File: config.mk
export PLATFORM = sky130hd
export DESIGN_NAME = dbg_guv_cmd_sched
export DESIGN_NICKNAME = d
export VERILOG_FILES = /design/src/rtl/dbg_guv_cmd_sched.sv
export SDC_FILE = /design/constraint.sdc
export NUM_CORES = 1
export LEC_CHECK = 0
export ABC_CLOCK_PERIOD_IN_PS = 3600
export CORE_MARGIN = 2
export CORE_UTILIZATION = 40
export DETAILED_ROUTE_END_ITERATION = 6
export PLACE_DENSITY = 0.7
export SLEW_MARGIN = 20
export SYNTH_ARGS = -nofsm -noshare
export SYNTH_HDL_FRONTEND = slang
export SYNTH_SLANG_ARGS = --single-unit
export TNS_END_PERCENT = 100
File: constraint.sdc
create_clock -name clk -period 3.6 [get_ports clk]
set_input_delay 0.72 -clock clk [delete_from_list [all_inputs] [get_ports clk]]
set_output_delay 0.72 -clock clk [all_outputs]
set_load 0.05 [all_outputs]
File: src/rtl/dbg_guv_cmd_sched.sv
// -----------------------------------------------------------------------------
// dbg_guv_cmd_sched
//
// Command sequencer for the debug governor datapath. The block decodes 29-bit
// commands from the cmd_in AXI-Stream and drives one-hot per-channel
// drop / inject / pause / log enables into the datapath. Each operation ends
// after a programmed number of accepted beats on its channel, or of clock
// cycles for PAUSE. The block reports done, abort and error status back to the
// control layer. One command can wait in a pending slot behind the active one,
// so back-to-back operations run with only the single DONE cycle between them.
//
// Command word: [28:26] opcode, [25:23] channel, [22:0] count
//   0 NOP, 1 DROP, 2 INJECT, 3 PAUSE, 4 LOG, 5 ABORT, 6-7 illegal
//   A count of 0 means the operation runs until it is aborted.
//
// Ports
//   clk, rst          clock; synchronous active-high reset
//   cmd_in_TDATA      command word
//   cmd_in_TVALID     command valid
//   cmd_in_TREADY     command ready (low while the pending slot is full or in reset)
//   chan_beat         per-channel pulse: one beat accepted by the datapath
//   drop_en           one-hot drop enable
//   inject_en         one-hot inject enable
//   pause_en          one-hot pause enable
//   log_en            one-hot log enable
//   busy              an operation is active or completing
//   op_done           one-cycle pulse: the operation finished
//   op_aborted        qualifies op_done: the operation was ended by ABORT
//   cmd_err           one-cycle pulse: an illegal command was consumed
//   remaining         beats or cycles left in the active operation
// -----------------------------------------------------------------------------
module dbg_guv_cmd_sched #(
  parameter int NUM_CHAN = 5,
  parameter int CNT_W    = 23
) (
  input  logic                clk,
  input  logic                rst,
  input  logic [28:0]         cmd_in_TDATA,
  input  logic                cmd_in_TVALID,
  output logic                cmd_in_TREADY,
  input  logic [NUM_CHAN-1:0] chan_beat,
  output logic [NUM_CHAN-1:0] drop_en,
  output logic [NUM_CHAN-1:0] inject_en,
  output logic [NUM_CHAN-1:0] pause_en,
  output logic [NUM_CHAN-1:0] log_en,
  output logic                busy,
  output logic                op_done,
  output logic                op_aborted,
  output logic                cmd_err,
  output logic [CNT_W-1:0]    remaining
);

  // Opcode values. NOP (0) needs no decode: it is consumed and has no effect.
  localparam logic [2:0] OPC_DROP   = 3'd1;
  localparam logic [2:0] OPC_INJECT = 3'd2;
  localparam logic [2:0] OPC_PAUSE  = 3'd3;
  localparam logic [2:0] OPC_LOG    = 3'd4;
  localparam logic [2:0] OPC_ABORT  = 3'd5;

  localparam logic [3:0] NUM_CHAN_L = 4'(NUM_CHAN);

  typedef enum logic [1:0] {
    S_IDLE,
    S_ACTIVE,
    S_DONE
  } state_e;

  // ---------------------------------------------------------------------------
  // Command decode
  // ---------------------------------------------------------------------------
  logic [2:0]       cmd_opc;
  logic [2:0]       cmd_ch;
  logic [CNT_W-1:0] cmd_cnt;
  logic             cmd_accept;
  logic             cmd_is_op;
  logic             cmd_ch_ok;
  logic             cmd_start;
  logic             cmd_abort;
  logic             cmd_illegal;

  assign cmd_opc = cmd_in_TDATA[28:26];
  assign cmd_ch  = cmd_in_TDATA[25:23];
  assign cmd_cnt = cmd_in_TDATA[CNT_W-1:0];

  logic             pend_valid_q, pend_valid_d;

  // Ready depends only on the pending slot and reset, never on TDATA.
  assign cmd_in_TREADY = !rst && !pend_valid_q;
  assign cmd_accept    = cmd_in_TVALID && cmd_in_TREADY;

  assign cmd_is_op   = (cmd_opc >= OPC_DROP) && (cmd_opc <= OPC_LOG);
  assign cmd_ch_ok   = {1'b0, cmd_ch} < NUM_CHAN_L;
  assign cmd_start   = cmd_accept && cmd_is_op && cmd_ch_ok;
  assign cmd_abort   = cmd_accept && (cmd_opc == OPC_ABORT);
  assign cmd_illegal = cmd_accept && ((cmd_opc > OPC_ABORT) || (cmd_is_op && !cmd_ch_ok));

  // ---------------------------------------------------------------------------
  // State
  // ---------------------------------------------------------------------------
  state_e           state_q, state_d;
  logic [2:0]       op_q, op_d;
  logic [2:0]       sel_q, sel_d;
  logic [CNT_W-1:0] rem_q, rem_d;
  logic             aborted_q, aborted_d;
  logic             err_q;
  logic [2:0]       pend_op_q, pend_op_d;
  logic [2:0]       pend_sel_q, pend_sel_d;
  logic [CNT_W-1:0] pend_cnt_q, pend_cnt_d;

  // One unit of progress: a beat on the selected channel, or any cycle for PAUSE.
  logic tick;
  logic last_tick;

  assign tick      = (op_q == OPC_PAUSE) || chan_beat[sel_q];
  // A count of 0 never reaches 1, so indefinite operations only end on ABORT.
  assign last_tick = (state_q == S_ACTIVE) && tick && (rem_q == CNT_W'(1));

  always_comb begin
    // NOTE: every signal written here receives a default first, so no path
    // through the case statement leaves one unassigned and no latch is inferred.
    state_d      = state_q;
    op_d         = op_q;
    sel_d        = sel_q;
    rem_d        = rem_q;
    aborted_d    = 1'b0;
    pend_valid_d = pend_valid_q;
    pend_op_d    = pend_op_q;
    pend_sel_d   = pend_sel_q;
    pend_cnt_d   = pend_cnt_q;

    case (state_q)
      S_IDLE: begin
        // ABORT in IDLE falls through as a no-op.
        if (cmd_start) begin
          op_d    = cmd_opc;
          sel_d   = cmd_ch;
          rem_d   = cmd_cnt;
          state_d = S_ACTIVE;
        end
      end

      S_ACTIVE: begin
        // A new operation can only be accepted while the slot is empty.
        if (cmd_start) begin
          pend_valid_d = 1'b1;
          pend_op_d    = cmd_opc;
          pend_sel_d   = cmd_ch;
          pend_cnt_d   = cmd_cnt;
        end
        // The final covered beat wins over an ABORT in the same cycle; the
        // ABORT is consumed and discarded.
        if (last_tick) begin
          state_d = S_DONE;
          rem_d   = '0;
        end else if (cmd_abort) begin
          state_d   = S_DONE;
          rem_d     = '0;
          aborted_d = 1'b1;
        end else if (tick && (rem_q != '0)) begin
          rem_d = rem_q - CNT_W'(1);
        end
      end

      S_DONE: begin
        if (pend_valid_q) begin
          op_d         = pend_op_q;
          sel_d        = pend_sel_q;
          rem_d        = pend_cnt_q;
          pend_valid_d = 1'b0;
          state_d      = S_ACTIVE;
        end else if (cmd_start) begin
          // The slot is empty, so a command taken in the DONE cycle starts
          // directly, exactly as it would from IDLE.
          op_d    = cmd_opc;
          sel_d   = cmd_ch;
          rem_d   = cmd_cnt;
          state_d = S_ACTIVE;
        end else begin
          state_d = S_IDLE;
        end
      end

      default: state_d = S_IDLE;
    endcase
  end

  // NOTE: sequential state uses non-blocking assignments so every register
  // samples the values from before the edge, regardless of statement order.
  always_ff @(posedge clk) begin
    if (rst) begin
      state_q      <= S_IDLE;
      rem_q        <= '0;
      aborted_q    <= 1'b0;
      err_q        <= 1'b0;
      pend_valid_q <= 1'b0;
    end else begin
      state_q      <= state_d;
      rem_q        <= rem_d;
      aborted_q    <= aborted_d;
      err_q        <= cmd_illegal;
      pend_valid_q <= pend_valid_d;
    end
  end

  // NOTE: the operation and pending payload registers carry no reset. They are
  // only observed while state_q or pend_valid_q says they hold a live command,
  // and both of those flags are reset.
  always_ff @(posedge clk) begin
    op_q       <= op_d;
    sel_q      <= sel_d;
    pend_op_q  <= pend_op_d;
    pend_sel_q <= pend_sel_d;
    pend_cnt_q <= pend_cnt_d;
  end

  // ---------------------------------------------------------------------------
  // Outputs
  // ---------------------------------------------------------------------------
  logic [NUM_CHAN-1:0] sel_onehot;

  always_comb begin
    sel_onehot        = '0;
    sel_onehot[sel_q] = 1'b1;
  end

  always_comb begin
    drop_en   = '0;
    inject_en = '0;
    pause_en  = '0;
    log_en    = '0;
    if (state_q == S_ACTIVE) begin
      case (op_q)
        OPC_DROP:   drop_en   = sel_onehot;
        OPC_INJECT: inject_en = sel_onehot;
        OPC_PAUSE:  pause_en  = sel_onehot;
        default:    log_en    = sel_onehot;
      endcase
    end
  end

  assign busy       = (state_q != S_IDLE);
  assign op_done    = (state_q == S_DONE);
  assign op_aborted = (state_q == S_DONE) && aborted_q;
  assign cmd_err    = err_q;
  assign remaining  = rem_q;

endmodule

==> summary.txt <==
status -> finished clean
post-synth net total -> 496
die area -> 10,300 um2
Slowest Stage Delay on Critical Path -> 0.82 ns
hold_buf cts -> 0
Yosys top cell by area -> edfxtp_1
Clock Skew -> 0.004904 ns
critical-path cell list -> inv_1 -> ha_1 -> inv_1 -> or3_1 -> nor2_1 -> clkdlybuf4s50_1
Post-DP Area -> 4745 um2
syn_area_per_cell -> 8.407 um2
post-synth cell types -> 55
Slowest cell on crit path -> clkdlybuf4s50_1
synthesis warning total -> 0
DP HPWL -> 7660 um
Skew-Pair Late Insertion Delay -> 0.35 ns
Syn-to-layout area delta -> 30.36%
Total Nets Final -> 576
Tcrit/Tclk final -> 0.9540
endpoints failing hold -> 0
post-route setup slack -> 0.1656 ns
fin area -> 4954 um2
Least-Margin Pin Slew -> 0.9555 ns
CP startpoint kind -> register
Pre-antenna DRT Iters -> 5
boundary pin count -> 85
worst-path fanout max -> 6
row count -> 35
WS Path Type -> register to primary output
DRC viols -> 0
top post-synthesis cells by count -> 63 x nor2_1, 50 x nand2_1, 41 x o21ai_0
CTS tree -> yes
Setup Slack @ Placement -> 0.3324 ns
Finished Layout Cells -> 666
max-slew violations -> 0
port bufs -> 84
drt wl/cell -> 16.28 um
#FFs+latches synth -> 63
Static Leakage -> 1.799 nW
Antenna Cells -> 0
Max Root-Sink Buffers -> 2
Setup crit end kind -> primary output
Hold Crit Class -> register to register
Initial Util -> 0.4112
vias in the first global route -> 3,484
H-tree depth -> 3
final setup TNS -> 0 ns
clock root buffer -> clkbuf_8
RSZ-0062 raised after global routing -> false
CP delay by family, top -> buffers and inverters
most used cell along the critical path -> inv_1
worst path buffer plus inverter count -> 3
Post-synth EDFFs -> 35
Crit path required time -> 2.88 ns
Synth Instances -> 452
reg2reg start -> remaining[16]
most common cell in the netlist -> nor2_1
Die Height -> 101.5 um
initial antenna violation count -> 0
layout cell share with drive strength beyond 1 -> 0.07449
Relative slew margins -> 0.3630
sequential share of the synthesized area -> 0.4241
Hold Crit Start -> remaining[13]
CTS Buf Count -> 9
CTS resizes -> 0
post-CTS setup buffers -> 0
gr ovfl total -> 0
FF-to-FF End -> remaining[22]
TritonCTS Sinks -> 63
Hold Path Sink -> remaining[13]
peak supply drop -> 0.0002041 V
Reg2Reg Setup Slack -> 0.43 ns
crit path time final -> 3.434 ns
WHS Path Cells -> 2
Routed Antenna Nets -> 0
fin util -> 0.5361
CORE AREA -> 9240 um2
top area cells in the synthesized netlist -> edfxtp_1 28%, dfxtp_1 15%, nor2_1 6.2%, o21ai_0 5.4%, mux2i_1 5.3%
top cell type's share of synthesized area -> 0.2766
synthesized area -> 3800 um2
pwr/cell area -> 451.6 nW/um2
Total GRT Usage -> 0.2159
DRT iter0 DRCs -> 337
final wirelength -> 10,840 um
Max Fclk -> 291.2 MHz
Primary FF master, synth -> edfxtp_1
placer's final routability congestion estimate -> 0.8416
ys async rst share -> 0
Cell Count Post-Placement -> 650
clk slew on worst S/H paths -> 0.07 ns
worst-case reg-to-reg path depth -> 7
die width -> 101.5 um
number of max-cap violations -> 0
largest net degree at the start of global routing -> 32
Setup Viol. Count Final -> 0
first-pass GRT wire length -> 17,410 um
Via density -> 5.592
crit path DAT -> 2.71 ns
vias -> 3,724
layer usage:
layer  track usage  vias to the layer above  wire length [um]
li1              -                     1812                 -
met1        0.2878                     1748              4768
met2        0.3525                      151              5040
met3       0.04762                       13               881
met4       0.06445                        0               151
met5             0                        -                 0
where the power goes:
group	internal, W	switching (W)	total [W]	leakage, nW
Combinational	0.000256	0.000411	0.000667	1.14
Clock	0.000378	0.000278	0.000656	0.106
Sequential	0.000828	0.0000860	0.000914	0.550
worst min-delay path, stage by stage, from the launching register on:
cell	delay, ns
dfxtp_1	0.34
o21ai_1	0.08
a21oi_1	0.06
how the worst max path moves through the flow:
stage / startpoint / to / slack [ns] / cells past startpoint
after floorplan: rst / pend_cnt_q[0] / 0.35 / 7
after global placement: cmd_in_TVALID / remaining[19] / 0.37 / 7
after detailed placement: cmd_in_TVALID / remaining[18] / 0.33 / 6
after CTS: state_q[1] / pause_en[2] / 0.17 / 6
after global routing: state_q[1] / pause_en[2] / 0.02 / 6
final: state_q[1] / pause_en[2] / 0.17 / 6
kinds of logic after synthesis:
| group | Yosys count | share of synthesized area |
|---|---|---|
| buffers and inverters | 37 | 0.05202 |
| adder cells (fa/ha/maj) | 7 | 0.02305 |
| AO/OA/AOI/OAI | 128 | 0.1992 |
| AND/OR/NAND/NOR | 197 | 0.2489 |
| flip-flops | 63 | 0.4241 |
| multiplexers | 20 | 0.05268 |
cell type report:
cell class	count	area, um2
multi-input cells	352	1993
flip-flops and latches	63	1612
inverters	10	37.54
well taps	129	161.4
repair buffers	96	940.9
clock inverters	3	38.79
clock buffers	13	170.2
fillers	891	4287
flip-flops by register name, indices dropped and copies added (netlist names), 2 cells and up:
| register | count |
|---|---|
| sel_q | 3 |
| pend_op_q | 3 |
| remaining | 23 |
| op_q | 3 |
| pend_sel_q | 3 |
| pend_cnt_q | 23 |
| state_q | 2 |
stage by stage:
stage / hold WS [ns] / power [W]
6_report: 0.5265 / 0.002237
5_1_grt: 0.5599 / 0.002349
4_1_cts: 0.5285 / 0.002238
3_5_place_dp: 0.5130 / 0.001587
3_3_place_gp: 0.5005 / 0.001567
2_1_floorplan: 0.4963 / 0.001364
placed cells by master (no fill, tap or decap), types with 2 or more instances in the layout:
cell type,netlist,final
a211oi_2,2,2
nor3_1,16,16
or3_1,4,4
nor2b_1,3,3
edfxtp_1,35,35
or4_1,3,3
a221oi_1,3,3
nand3_1,23,23
mux2i_1,20,20
nand3b_1,2,2
ha_1,7,7
clkdlybuf4s50_1,0,83
nor2_1,63,62
nand4_1,2,2
clkbuf_1,15,2
nor2_2,2,3
nand2b_1,5,5
a31oi_1,4,4
nor4_1,7,7
and2_1,5,5
a32o_1,3,3
buf_4,1,12
or3b_2,3,3
dfxtp_1,28,28
o221ai_1,3,3
inv_1,10,10
clkbuf_8,0,10
nand4b_1,2,2
o21ai_0,41,41
o21ai_1,23,23
nand2_1,50,50
a21oi_1,34,34
Power figures use the tool's default switching activity.
